**config.mk**
```make
export PLATFORM = sky130hd
export DESIGN_NAME = dual_issue_scheduler_flat
export DESIGN_NICKNAME = d
export VERILOG_FILES = /design/src/rtl/dual_issue_if.sv /design/src/rtl/dual_issue_scheduler.sv /design/src/flat_wrapper.sv
export SDC_FILE = /design/constraint.sdc
export NUM_CORES = 1
export LEC_CHECK = 0
export ABC_AREA = 1
export CAP_MARGIN = 20
export CORE_AREA = 2 2 151 153
export DETAILED_ROUTE_END_ITERATION = 6
export DIE_AREA = 0 0 153 155
export HOLD_SLACK_MARGIN = 0.03
export PLACE_DENSITY = 0.59
export SLEW_MARGIN = 10
export SYNTH_ARGS = -nofsm -noshare
export SYNTH_HDL_FRONTEND = slang
export SYNTH_SLANG_ARGS = --single-unit
```
**constraint.sdc**
```tcl
create_clock -name clk -period 5.4 [get_ports clk]
set_input_delay 1.08 -clock clk [delete_from_list [all_inputs] [get_ports clk]]
set_output_delay 1.08 -clock clk [all_outputs]
set_load 0.02 [all_outputs]
```
**src/rtl/dual_issue_if.sv**
```systemverilog
// Decode-slot bundle between DecodeStage and the issue scheduler.
// Per slot s (bit/index 0 = older slot): valid, source/destination indices,
// use/write enables, memory and control-flow class; issue_o returns the
// per-slot issue strobe that advances decode and loads IdExReg.
interface dual_issue_if;
  logic [1:0]      valid_i;
  logic [1:0][4:0] rs1_i;
  logic [1:0][4:0] rs2_i;
  logic [1:0]      use_rs1_i;
  logic [1:0]      use_rs2_i;
  logic [1:0][4:0] rd_i;
  logic [1:0]      rd_we_i;
  logic [1:0]      mem_i;
  logic [1:0]      ctrl_i;
  logic [1:0]      issue_o;

  modport master (
    output valid_i, rs1_i, rs2_i, use_rs1_i, use_rs2_i, rd_i, rd_we_i, mem_i, ctrl_i,
    input  issue_o
  );

  modport slave (
    input  valid_i, rs1_i, rs2_i, use_rs1_i, use_rs2_i, rd_i, rd_we_i, mem_i, ctrl_i,
    output issue_o
  );
endinterface

```
**src/rtl/dual_issue_scheduler.sv**
```systemverilog
// Issue controller for the 2-wide in-order pipeline.
// Holds a per-register busy scoreboard, blocks RAW/WAW hazards against
// in-flight writers and between the two decode slots, limits issue to one
// memory op per cycle and nothing in slot 1 behind a control-flow op.
// Ports:
//   clk, reset         core clock, synchronous active-high reset
//   dec                decode-slot bundle (slave side), issue_o is combinational
//   ex_stall_i         downstream cannot accept, nothing issues
//   flush_i            decode slots killed this cycle, scoreboard kept
//   wb_we_i, wb_rd_i   two writeback lanes clearing busy bits
//   busy_o             registered scoreboard
//   stall_cycles_o     saturating count of cycles slot 0 was valid, unflushed, not issued
//   dual_cycles_o      saturating count of dual-issue cycles
module dual_issue_scheduler #(
  parameter int NumRegs  = 32,
  parameter int CntWidth = 32
) (
  input  logic                clk,
  input  logic                reset,
  dual_issue_if.slave         dec,
  input  logic                ex_stall_i,
  input  logic                flush_i,
  input  logic [1:0]          wb_we_i,
  input  logic [1:0][4:0]     wb_rd_i,
  output logic [NumRegs-1:0]  busy_o,
  output logic [CntWidth-1:0] stall_cycles_o,
  output logic [CntWidth-1:0] dual_cycles_o
);

  logic [NumRegs-1:0] busy_q;
  logic [NumRegs-1:0] eb;
  logic [NumRegs-1:0] busy_nxt;
  logic [1:0]         hz;
  logic               ph;
  logic [1:0]         issue;

  // Registers retiring this cycle count as free: forwarding supplies them.
  always_comb begin
    eb = busy_q;
    for (int l = 0; l < 2; l++) begin
      if (wb_we_i[l]) eb[wb_rd_i[l]] = 1'b0;
    end
    eb[0] = 1'b0;
  end

  always_comb begin
    hz = 2'b00;
    for (int s = 0; s < 2; s++) begin
      hz[s] = (dec.use_rs1_i[s] & eb[dec.rs1_i[s]]) |
              (dec.use_rs2_i[s] & eb[dec.rs2_i[s]]) |
              (dec.rd_we_i[s] & (dec.rd_i[s] != 5'd0) & eb[dec.rd_i[s]]);
    end
  end

  // Intra-pair hazards: slot 1 may only go if it is independent of slot 0.
  always_comb begin
    ph = dec.ctrl_i[0] | (dec.mem_i[0] & dec.mem_i[1]);
    if (dec.rd_we_i[0] && dec.rd_i[0] != 5'd0) begin
      if ((dec.use_rs1_i[1] && dec.rs1_i[1] == dec.rd_i[0]) ||
          (dec.use_rs2_i[1] && dec.rs2_i[1] == dec.rd_i[0]) ||
          (dec.rd_we_i[1] && dec.rd_i[1] == dec.rd_i[0]))
        ph = 1'b1;
    end
  end

  always_comb begin
    issue    = 2'b00;
    issue[0] = dec.valid_i[0] & ~flush_i & ~ex_stall_i & ~hz[0];
    issue[1] = issue[0] & dec.valid_i[1] & ~hz[1] & ~ph;
  end

  assign dec.issue_o = issue;

  // Clears first (already folded into eb), then sets, so set wins.
  always_comb begin
    busy_nxt = eb;
    for (int s = 0; s < 2; s++) begin
      if (issue[s] && dec.rd_we_i[s] && dec.rd_i[s] != 5'd0) busy_nxt[dec.rd_i[s]] = 1'b1;
    end
    busy_nxt[0] = 1'b0;
  end

  always_ff @(posedge clk) begin
    if (reset) begin
      busy_q         <= '0;
      stall_cycles_o <= '0;
      dual_cycles_o  <= '0;
    end else begin
      busy_q <= busy_nxt;
      if (dec.valid_i[0] && !flush_i && !issue[0] && stall_cycles_o != '1)
        stall_cycles_o <= stall_cycles_o + 1'b1;
      if (issue[1] && dual_cycles_o != '1)
        dual_cycles_o <= dual_cycles_o + 1'b1;
    end
  end

  assign busy_o = busy_q;

endmodule

```
**src/flat_wrapper.sv**
```systemverilog
// flat-port wrapper written by rule: the top's interface ports become plain ports
module dual_issue_scheduler_flat 
#(
  parameter int NumRegs  = 32,
  parameter int CntWidth = 32
)
  (clk, reset, ex_stall_i, flush_i, wb_we_i, wb_rd_i, busy_o, stall_cycles_o, dual_cycles_o, dec_valid_i, dec_rs1_i, dec_rs2_i, dec_use_rs1_i, dec_use_rs2_i, dec_rd_i, dec_rd_we_i, dec_mem_i, dec_ctrl_i, dec_issue_o);
  dual_issue_if dec_i ();
  input  logic clk;
  input  logic reset;
  input  logic ex_stall_i;
  input  logic flush_i;
  input  logic [1:0] wb_we_i;
  input  logic [1:0][4:0] wb_rd_i;
  output logic [NumRegs-1:0] busy_o;
  output logic [CntWidth-1:0] stall_cycles_o;
  output logic [CntWidth-1:0] dual_cycles_o;
  input wire logic [$bits(dec_i.valid_i)-1:0] dec_valid_i;
  input wire logic [$bits(dec_i.rs1_i)-1:0] dec_rs1_i;
  input wire logic [$bits(dec_i.rs2_i)-1:0] dec_rs2_i;
  input wire logic [$bits(dec_i.use_rs1_i)-1:0] dec_use_rs1_i;
  input wire logic [$bits(dec_i.use_rs2_i)-1:0] dec_use_rs2_i;
  input wire logic [$bits(dec_i.rd_i)-1:0] dec_rd_i;
  input wire logic [$bits(dec_i.rd_we_i)-1:0] dec_rd_we_i;
  input wire logic [$bits(dec_i.mem_i)-1:0] dec_mem_i;
  input wire logic [$bits(dec_i.ctrl_i)-1:0] dec_ctrl_i;
  output wire logic [$bits(dec_i.issue_o)-1:0] dec_issue_o;
  assign dec_i.valid_i = dec_valid_i;
  assign dec_i.rs1_i = dec_rs1_i;
  assign dec_i.rs2_i = dec_rs2_i;
  assign dec_i.use_rs1_i = dec_use_rs1_i;
  assign dec_i.use_rs2_i = dec_use_rs2_i;
  assign dec_i.rd_i = dec_rd_i;
  assign dec_i.rd_we_i = dec_rd_we_i;
  assign dec_i.mem_i = dec_mem_i;
  assign dec_i.ctrl_i = dec_ctrl_i;
  assign dec_issue_o = dec_i.issue_o;
  dual_issue_scheduler #(.NumRegs(NumRegs), .CntWidth(CntWidth)) u_core (.clk(clk), .reset(reset), .dec(dec_i), .ex_stall_i(ex_stall_i), .flush_i(flush_i), .wb_we_i(wb_we_i), .wb_rd_i(wb_rd_i), .busy_o(busy_o), .stall_cycles_o(stall_cycles_o), .dual_cycles_o(dual_cycles_o));
endmodule
```
# == Yosys cells after proc, flatten, opt, wreduce, memory -nomap -nowiden ==
# Index checks and enable logic that the tools add are counted.
# totals
regBits,96
in_bits,58
out_inout_bits,98
wordCells,102
# classes
addsub,2
n_lt_le_gt_ge,12
n_eq_ne,5
n_mux,26
n_bitwise,31
reduce_logical,22
# ops
op,count
$mux 32,4
$add 32x1->32 const B,2
$and 32x32->32,2
$ne 32x32->1 const B,2
$not 32->32,2
$or 32x32->32,2
$lt 5x6->1 const B,8
$bmux 1 s5,6
$demux 1 s5,4
$ge 5x1->1 const B,4
$logic_and 1x1->1,16
$and 1x1->1,15
$eq 5x5->1,3
$mux 1,12
$reduce_bool 5->1,2
$not 1->1,5
$or 1x1->1,5
$logic_not 1->1,2
$logic_or 1x1->1,2

# == Depth between registers and ports, before layout ==
# Gate-level depths: netlist of the first run.
# depth
depth_word,22
depth_mapped,22
ltp_nobuf,21

# == Least setup slack after synthesis of the first run ==
# No wires, ideal clock.
# synth_path
kind,input-to-output
from,input dec_rd_i[0]
to,output dec_issue_o[1]
t_arrival_ps,2679
required_ps,4320
setup_slack_ps,1641
cell_stages,12
path_buffers,2
cell_sequence,clkbuf_2 > inv_1 > nor2_1 > inv_1 > o21ai_1 > o21ai_1 > nand3_1 > nor2_1 > nor2_2 > nand3_2 > nor2_4 > buf_2
# synth_via
elab_chain_len,9
elab_cells_between_ends,23
cone_classes,eq/ne (3); mux (4); bitwise (9); reduce/logical (7)
# synth_rtl
element,line_no,source
from (decl),flat_wrapper.sv:23,input wire logic [$bits(dec_i.rd_i)-1:0] dec_rd_i;
$bmux 1 s5 or $reduce_bool 5->1 (tied branches),"dual_issue_scheduler.sv:51, dual_issue_scheduler.sv:58",
$mux 1 (implied by the code) or $and 1x1->1 (tied branches),dual_issue_scheduler.sv:51,(dec.rd_we_i[s] & (dec.rd_i[s] != 5'd0) & eb[dec.rd_i[s]]);
$and 1x1->1,dual_issue_scheduler.sv:51,
$or 1x1->1,dual_issue_scheduler.sv:50,(dec.use_rs2_i[s] & eb[dec.rs2_i[s]]) |
$not 1->1,dual_issue_scheduler.sv:68,issue[0] = dec.valid_i[0] & ~flush_i & ~ex_stall_i & ~hz[0];
$and 1x1->1,dual_issue_scheduler.sv:68,
$and 1x1->1 (2 in series),dual_issue_scheduler.sv:69,issue[1] = issue[0] & dec.valid_i[1] & ~hz[1] & ~ph;
$and 1x1->1 *,dual_issue_scheduler.sv:69,
to (decl),flat_wrapper.sv:27,output wire logic [$bits(dec_i.issue_o)-1:0] dec_issue_o;
# Every way passes the cells marked *; elsewhere a longest branch is shown, timed or not. The select of a mux whose other input is x is not followed.

# == Final worst setup path of the first run ==
# layout_path
from,input wb_rd_i[8] (netlist bit)
to,output dec_issue_o[0]
# layout_via
elab_chain_len,14
elab_cells_between_ends,21
cone_classes,order compare (2); mux (9); bitwise (9); reduce/logical (1)
# layout_rtl
element,line_no,source
from (decl),flat_wrapper.sv:14,input logic [1:0][4:0] wb_rd_i;
$lt 5x6->1 (implied by the code) or $ge 5x1->1 (tied branches),dual_issue_scheduler.sv:41,if (wb_we_i[l]) eb[wb_rd_i[l]] = 1'b0;
$logic_and 1x1->1 (implied by the code),dual_issue_scheduler.sv:41,
$mux 1 (implied by the code),dual_issue_scheduler.sv:41,
$demux 1 s5 *,--,
$not 32->32 (no source line) *,--,
$and 32x32->32 (no source line) *,--,
$mux 32 *,dual_issue_scheduler.sv:41,
$bmux 1 s5 (on tied branches),"dual_issue_scheduler.sv:49, dual_issue_scheduler.sv:50",
$mux 1 (on tied branches),"dual_issue_scheduler.sv:49, dual_issue_scheduler.sv:50",
$and 1x1->1 (on tied branches),"dual_issue_scheduler.sv:49, dual_issue_scheduler.sv:50",
$or 1x1->1,dual_issue_scheduler.sv:49,hz[s] = (dec.use_rs1_i[s] & eb[dec.rs1_i[s]]) |
$or 1x1->1 *,dual_issue_scheduler.sv:50,
$not 1->1 *,dual_issue_scheduler.sv:68,
$and 1x1->1 *,dual_issue_scheduler.sv:68,
# Marked as above.

==> results of run 1 <==
[power by group]
group | total, uW | internal (uW) | leakage (uW) | switching, uW
sequential | 702 | 701 | 0.000765 | 1.17
clock | 687 | 389 | 0.000153 | 297
combinational | 300 | 102 | 0.00348 | 198
total | 1690 | 1190 | 0.00440 | 497
[metal layers]
| metal | up-vias | track usage (%) | share of wire (%) |
|---|---|---|---|
| met5 | - | 0 | 0 |
| met2 | 433 | 53.00 | 49 |
| li1 | 5502 | - | - |
| met1 | 4974 | 35.72 | 41 |
| met4 | 0 | 12.52 | 4.1 |
| met3 | 94 | 3.092 | 5.6 |
[worst max-delay path by stage]
stage | start | endpoint | slack (ns) | cells after the start
6_report | wb_rd_i[8] | dec_issue_o[0] | 0.31 | 16
2_1_floorplan | dec_rd_i[0] | dec_issue_o[1] | 1.64 | 12
4_1_cts | wb_rd_i[5] | dec_issue_o[0] | 0.40 | 16
5_1_grt | wb_rd_i[4] | dec_issue_o[0] | 0.11 | 17
3_5_place_dp | wb_rd_i[0] | dec_issue_o[0] | 0.41 | 13
3_3_place_gp | wb_rd_i[5] | dec_issue_o[0] | 0.40 | 16
[synthesized netlist by cell type, drive strengths merged]
library cell	number	area share, %
a211oi	1	0.087
a21boi	1	0.087
a21oi	47	2.7
a221oi	1	0.10
buf	27	1.6
clkbuf	33	1.4
clkinv	1	0.043
conb	1	0.043
dfxtp	95	22
ha	2	0.29
inv	193	8.4
nand2	455	20
nand3	325	19
nand3b	2	0.17
nand4	32	2.4
nor2	292	13
nor3	33	2.0
nor4	15	1.1
nor4b	1	0.10
o211ai	2	0.17
o21ai	23	1.3
o22ai	9	0.65
or2	1	0.072
xnor2	6	0.61
xor2	26	2.6
[layout by cell type, fill, tap and decap left out, drive strengths merged]
cell and n:
a211oi 1, a21boi 1, a21oi 47, a221oi 1
buf 40, bufinv 1, clkbuf 11, clkdlybuf4s50 151
clkinv 2, clkinvlp 1, conb 1, dfxtp 95
ha 2, inv 195, nand2 455, nand3 325
nand3b 2, nand4 32, nor2 292, nor3 33
nor4 15, nor4b 1, o211ai 2, o21ai 23
o22ai 9, or2 1, xnor2 6, xor2 26
[per-stage QoR]
step	utilization, %	instance area, um^2
floorplan	-	8672
global route	49.05	10900
global placement	47.63	10590
detailed placement	47.63	10590
finish	49.05	10900
CTS	49.05	10900
[logic make-up after synthesis]
family	Yosys count	share of synthesized area, %
AND/OR/NAND/NOR	1156	57.90
buffers and inverters	254	11.47
flip-flops	95	21.93
AO/OA/AOI/OAI	84	5.136
XOR/XNOR	32	3.232
adder cells (fa/ha/maj)	2	0.2885
other	1	0.04324
[area by class of cell]
cell class,count,area share (%)
repair buffers,191,16.71
clock buffers,11,2.318
multi-input cells,1275,52.99
inverters,194,6.679
clock inverters,5,0.5853
well taps,285,3.271
flip-flops and latches,95,17.44
[flip-flops by register name, indices dropped and copies added, names as in the netlist]
signal                 cells
u_core.busy_o             31
u_core.dual_cycles_o      32
u_core.stall_cycles_o     32
[critical path: cells and delay by family]
family | cells | cell delay (ns)
buffers and inverters | 3 | 1.33
AND/OR/NAND/NOR | 13 | 1.60
==> out/metrics.yaml, run 1 <==
post-place-ws_ns: 0.4088
start_util_pct: 39.01
drt_pass1_iterations: 5
hold_start: "u_core.stall_cycles_o[31]$_SDFFE_PP0P_"
clockBufferDepth: 2
grt_pass1_vias: 10370
critical_path_class: "input port to output pin"
cts_resized: 0
fin_nets: 1826
hold_depth: 2
timing.final.ws_setup_ns: 0.3088
min_period_over_period_pct: 94.28
multi_input_area_um2: 5778
hpwl_mm: 28.15
port_buffers: 153
synthCells: 1624
drive_above_1_share_pct: 5.195
postCtsHoldBufs: 0
grt_usage_pct: 29.43
p_leak_uw: 0.004397
clk_latency_ns: 0.35
via_per_inst: 5.352
syn-num-nets: 1684
p_per_area_nw_per_um2: 154.9
p_total_uw: 1689
post_drt_wl_per_cell_um: 17.30
grt_overflow: 0
required_ns: 4.32
ys_warn_count: 0
clk_pin_slew_ns: 0.07
r2r_slack_ns: 1.91
fill_cells: 2478
ys_seq_area_share_pct: 21.93
die_h_um: 155
ant_nets: 0
cap_violations: 0
worstMarginPinSlew_ns: 0.8317
startpoint_type: "input port"
dp.cells: 2040
status: "finished clean"
cp_slowest_stage_delay_ns: 0.64
slew_violations: 0
period_needed_ns: 5.091
fin_skew_ns: 0.009296
crit_chain: "clkdlybuf4s50_1 -> inv_1 -> nor3_2 -> nand2_1 -> nand2_1 -> nand2_1 -> nand2_1 -> nor2_1 -> nor2_1 -> nor2_1 -> nand3_1 -> nor2_1 -> nor2_2 -> nand2_1 -> nor2_1 -> clkdlybuf4s50_1"
syn_avg_cell_area_um2: 5.340
hold_class: "flip-flop to flip-flop"
coreArea_um2: 22230
cts_tree: "built"
rows: 55
rr_startpoint: "u_core.dual_cycles_o[0]$_SDFFE_PP0P_"
antenna_found_initial: 0
postCtsSetupBuffers: 0
die_area_um2: 23720
area_delta_synth_final_pct: 25.73
fin_tns_setup_ns: 0
endpoint_kind: "output pin"
ioPinCount: 156
holdWs_ns: 0.4798
ir_drop_v: 0.0001291
htreeDepth: 3
crit_slowest_cell: "clkdlybuf4s50_1"
clockRootBuffer: "clkbuf_16"
drcViolationCount: 0
worstHoldEndpoint: "u_core.stall_cycles_o[31]$_SDFFE_PP0P_"
ff_latch_area_um2: 1902
drtIter0Drc: 834
setup_viol: 0
post_synth_instance_area_um2: 8672
routed_wl_mm: 35.57
diodes: 0
max_slew_margin_pct: 44.55
synth.distinct_cells: 36
rsz0062_at_grt: "no"
grt_pass1_wl_mm: 56.02
crit_fanout: 4
cp.arrival_ns: 4.01
numCtsBuffers: 9
ys_ff_latch: 95
clkSinkCount: 95
grt_max_degree: 76
hold_viol_final: 0
r2r_end: "u_core.dual_cycles_o[25]$_SDFFE_PP0P_"
die_w_um: 153
instances_no_fill: 2056
rr_worst_depth: 17
place_congestion: 0.9807
num_vias: 11000
fmax_ghz: 0.1964
No activity file was read; power rests on OpenSTA's default activity.
==> run 2, diff against run 1 <==
--- a/config.mk
+++ b/config.mk
@@ -7,9 +7,9 @@
 export LEC_CHECK = 0
 export ABC_AREA = 1
 export CAP_MARGIN = 20
-export CORE_AREA = 2 2 151 153
+export CORE_AREA = 2 2 168 137
 export DETAILED_ROUTE_END_ITERATION = 6
-export DIE_AREA = 0 0 153 155
+export DIE_AREA = 0 0 170 139
 export HOLD_SLACK_MARGIN = 0.03
 export PLACE_DENSITY = 0.59
 export SLEW_MARGIN = 10
==> run 2 against run 1 <==
Against the previous run:
- fmax fell by 2.8%
- flip-flop and latch count did not move
- clock power fell by 5.4%
- register-to-register slack got worse by 0.15 ns
- total power fell by 1.3%
- wire length rose by 3.5%
- combinational power rose by 5%
- largest cell class unchanged
- largest power group unchanged
- highest routed layer unchanged
==> out/metrics.yaml, run 2 (synthesis results as in run 1) <==
ioPinCount: 156
post-place-ws_ns: 0.2018
period_needed_ns: 5.240
die_h_um: 139
clockRootBuffer: "clkbuf_16"
coreArea_um2: 22070
final_common_cell: "nand2_1"
die_w_um: 170
area_delta_synth_final_pct: 26.14
max_slew_margin_pct: 43.59
place_congestion: 0.9958
cp_slowest_stage_delay_ns: 0.67
fin_skew_ns: 0.008904
critical_path_class: "input port to output pin"
port_buffers: 153
clk_pin_slew_ns: 0.07
min_period_over_period_pct: 97.04
routed_wl_mm: 36.82
num_vias: 11240
hold_class: "flip-flop to flip-flop"
fill_cells: 2439
antenna_found_initial: 0
cts_tree: "built"
grt_usage_pct: 30.54
final_cell_mix: "nand2_1 (454), nand3_1 (319), nor2_1 (269), inv_1 (188), clkdlybuf4s50_1 (152)"
grt_overflow: 0
grt_max_degree: 75
drt_pass1_iterations: 5
ant_nets: 0
endpoint_kind: "output pin"
cap_violations: 0
start_util_pct: 39.29
slew_violations: 0
drcViolationCount: 0
fin_nets: 1836
post_drt_wl_per_cell_um: 17.86
ir_drop_v: 0.0001521
hold_viol_final: 0
p_leak_uw: 0.004429
drtIter0Drc: 1085
fin_tns_setup_ns: 0
grt_pass1_wl_mm: 56.76
clkSinkCount: 95
diodes: 0
hpwl_mm: 28.17
crit_fanout: 7
htreeDepth: 3
via_per_inst: 5.454
crit_chain: "clkdlybuf4s50_1 -> nand3_1 -> inv_2 -> nand2_1 -> nand2_1 -> o21ai_0 -> nand3_1 -> nand3_1 -> nand2_1 -> nand2_1 -> nand3_1 -> nand3_2 -> nor2_4 -> clkdlybuf4s50_1"
required_ns: 4.32
fmax_ghz: 0.1908
crit_slowest_cell: "clkdlybuf4s50_1"
setup_viol: 0
rows: 49
die_area_um2: 23630
grt_pass1_vias: 10240
clk_latency_ns: 0.36
drive_above_1_share_pct: 5.727
numCtsBuffers: 9
p_per_area_nw_per_um2: 152.5
worstMarginPinSlew_ns: 0.8461
timing.final.ws_setup_ns: 0.1601
cp.arrival_ns: 4.16
rsz0062_at_grt: "no"
clockBufferDepth: 2
status: "finished clean"
startpoint_type: "input port"
run 2: worst paths after layout:
path / start / to / slack [ns] / cells past startpoint
max reg2reg: u_core.dual_cycles_o[0]$_SDFFE_PP0P_ / u_core.dual_cycles_o[15]$_SDFFE_PP0P_ / 1.76 / 17
max: wb_rd_i[5] / dec_issue_o[1] / 0.16 / 14
min reg2reg: u_core.stall_cycles_o[31]$_SDFFE_PP0P_ / u_core.stall_cycles_o[31]$_SDFFE_PP0P_ / 0.49 / 2
min: u_core.stall_cycles_o[31]$_SDFFE_PP0P_ / u_core.stall_cycles_o[31]$_SDFFE_PP0P_ / 0.49 / 2
run 2: layout make-up:
type                       count  area (um^2)  share of cell area [%]
tap                          280        350.3                   3.203
sequential                    95         1902                   17.39
clock inverter                 5        38.79                  0.3546
multi-input combinational   1275         5781                   52.84
clock buffer                  11        252.7                   2.310
timing repair buffer         201         1887                   17.25
inverter                     194        728.2                   6.657
run 2: stage by stage:
stage | area [um^2] | power, uW | hold WS, ns | utilization (%) | instances
floorplan | 8672 | 880.0 | 0.5486 | - | 1624
global placement | 10650 | 1026 | 0.4730 | 48.23 | 2045
detailed placement | 10650 | 1025 | 0.4768 | 48.23 | 2045
CTS | 10940 | 1672 | 0.4878 | 49.55 | 2061
global route | 10940 | 1729 | 0.5296 | 49.56 | 2061
finish | 10940 | 1668 | 0.4871 | 49.56 | 2061
run 2: critical path: cells and delay by family:
family | cells | cell delay, ns
AO/OA/AOI/OAI | 1 | 0.13
buffers and inverters | 3 | 1.47
AND/OR/NAND/NOR | 10 | 1.48
run 2: power by group:
group / switching (uW) / internal (uW)
Clock: 309 / 342
Sequential: 1.67 / 701
Combinational: 207 / 108
run 2: repair_timing:
item,4_1_cts,5_1_grt
resized for setup,0,1
buffers inserted,0,0
setup endpoints to repair,0,1
hold buffers,0,0
run 2: routing by layer:
metal	up-vias	global-route usage (%)	part of all wire (%)
li1	5523	-	-
met4	0	13.27	4.0
met3	99	3.910	7.0
met1	5116	40.47	44
met5	-	0	0
met2	502	49.80	45
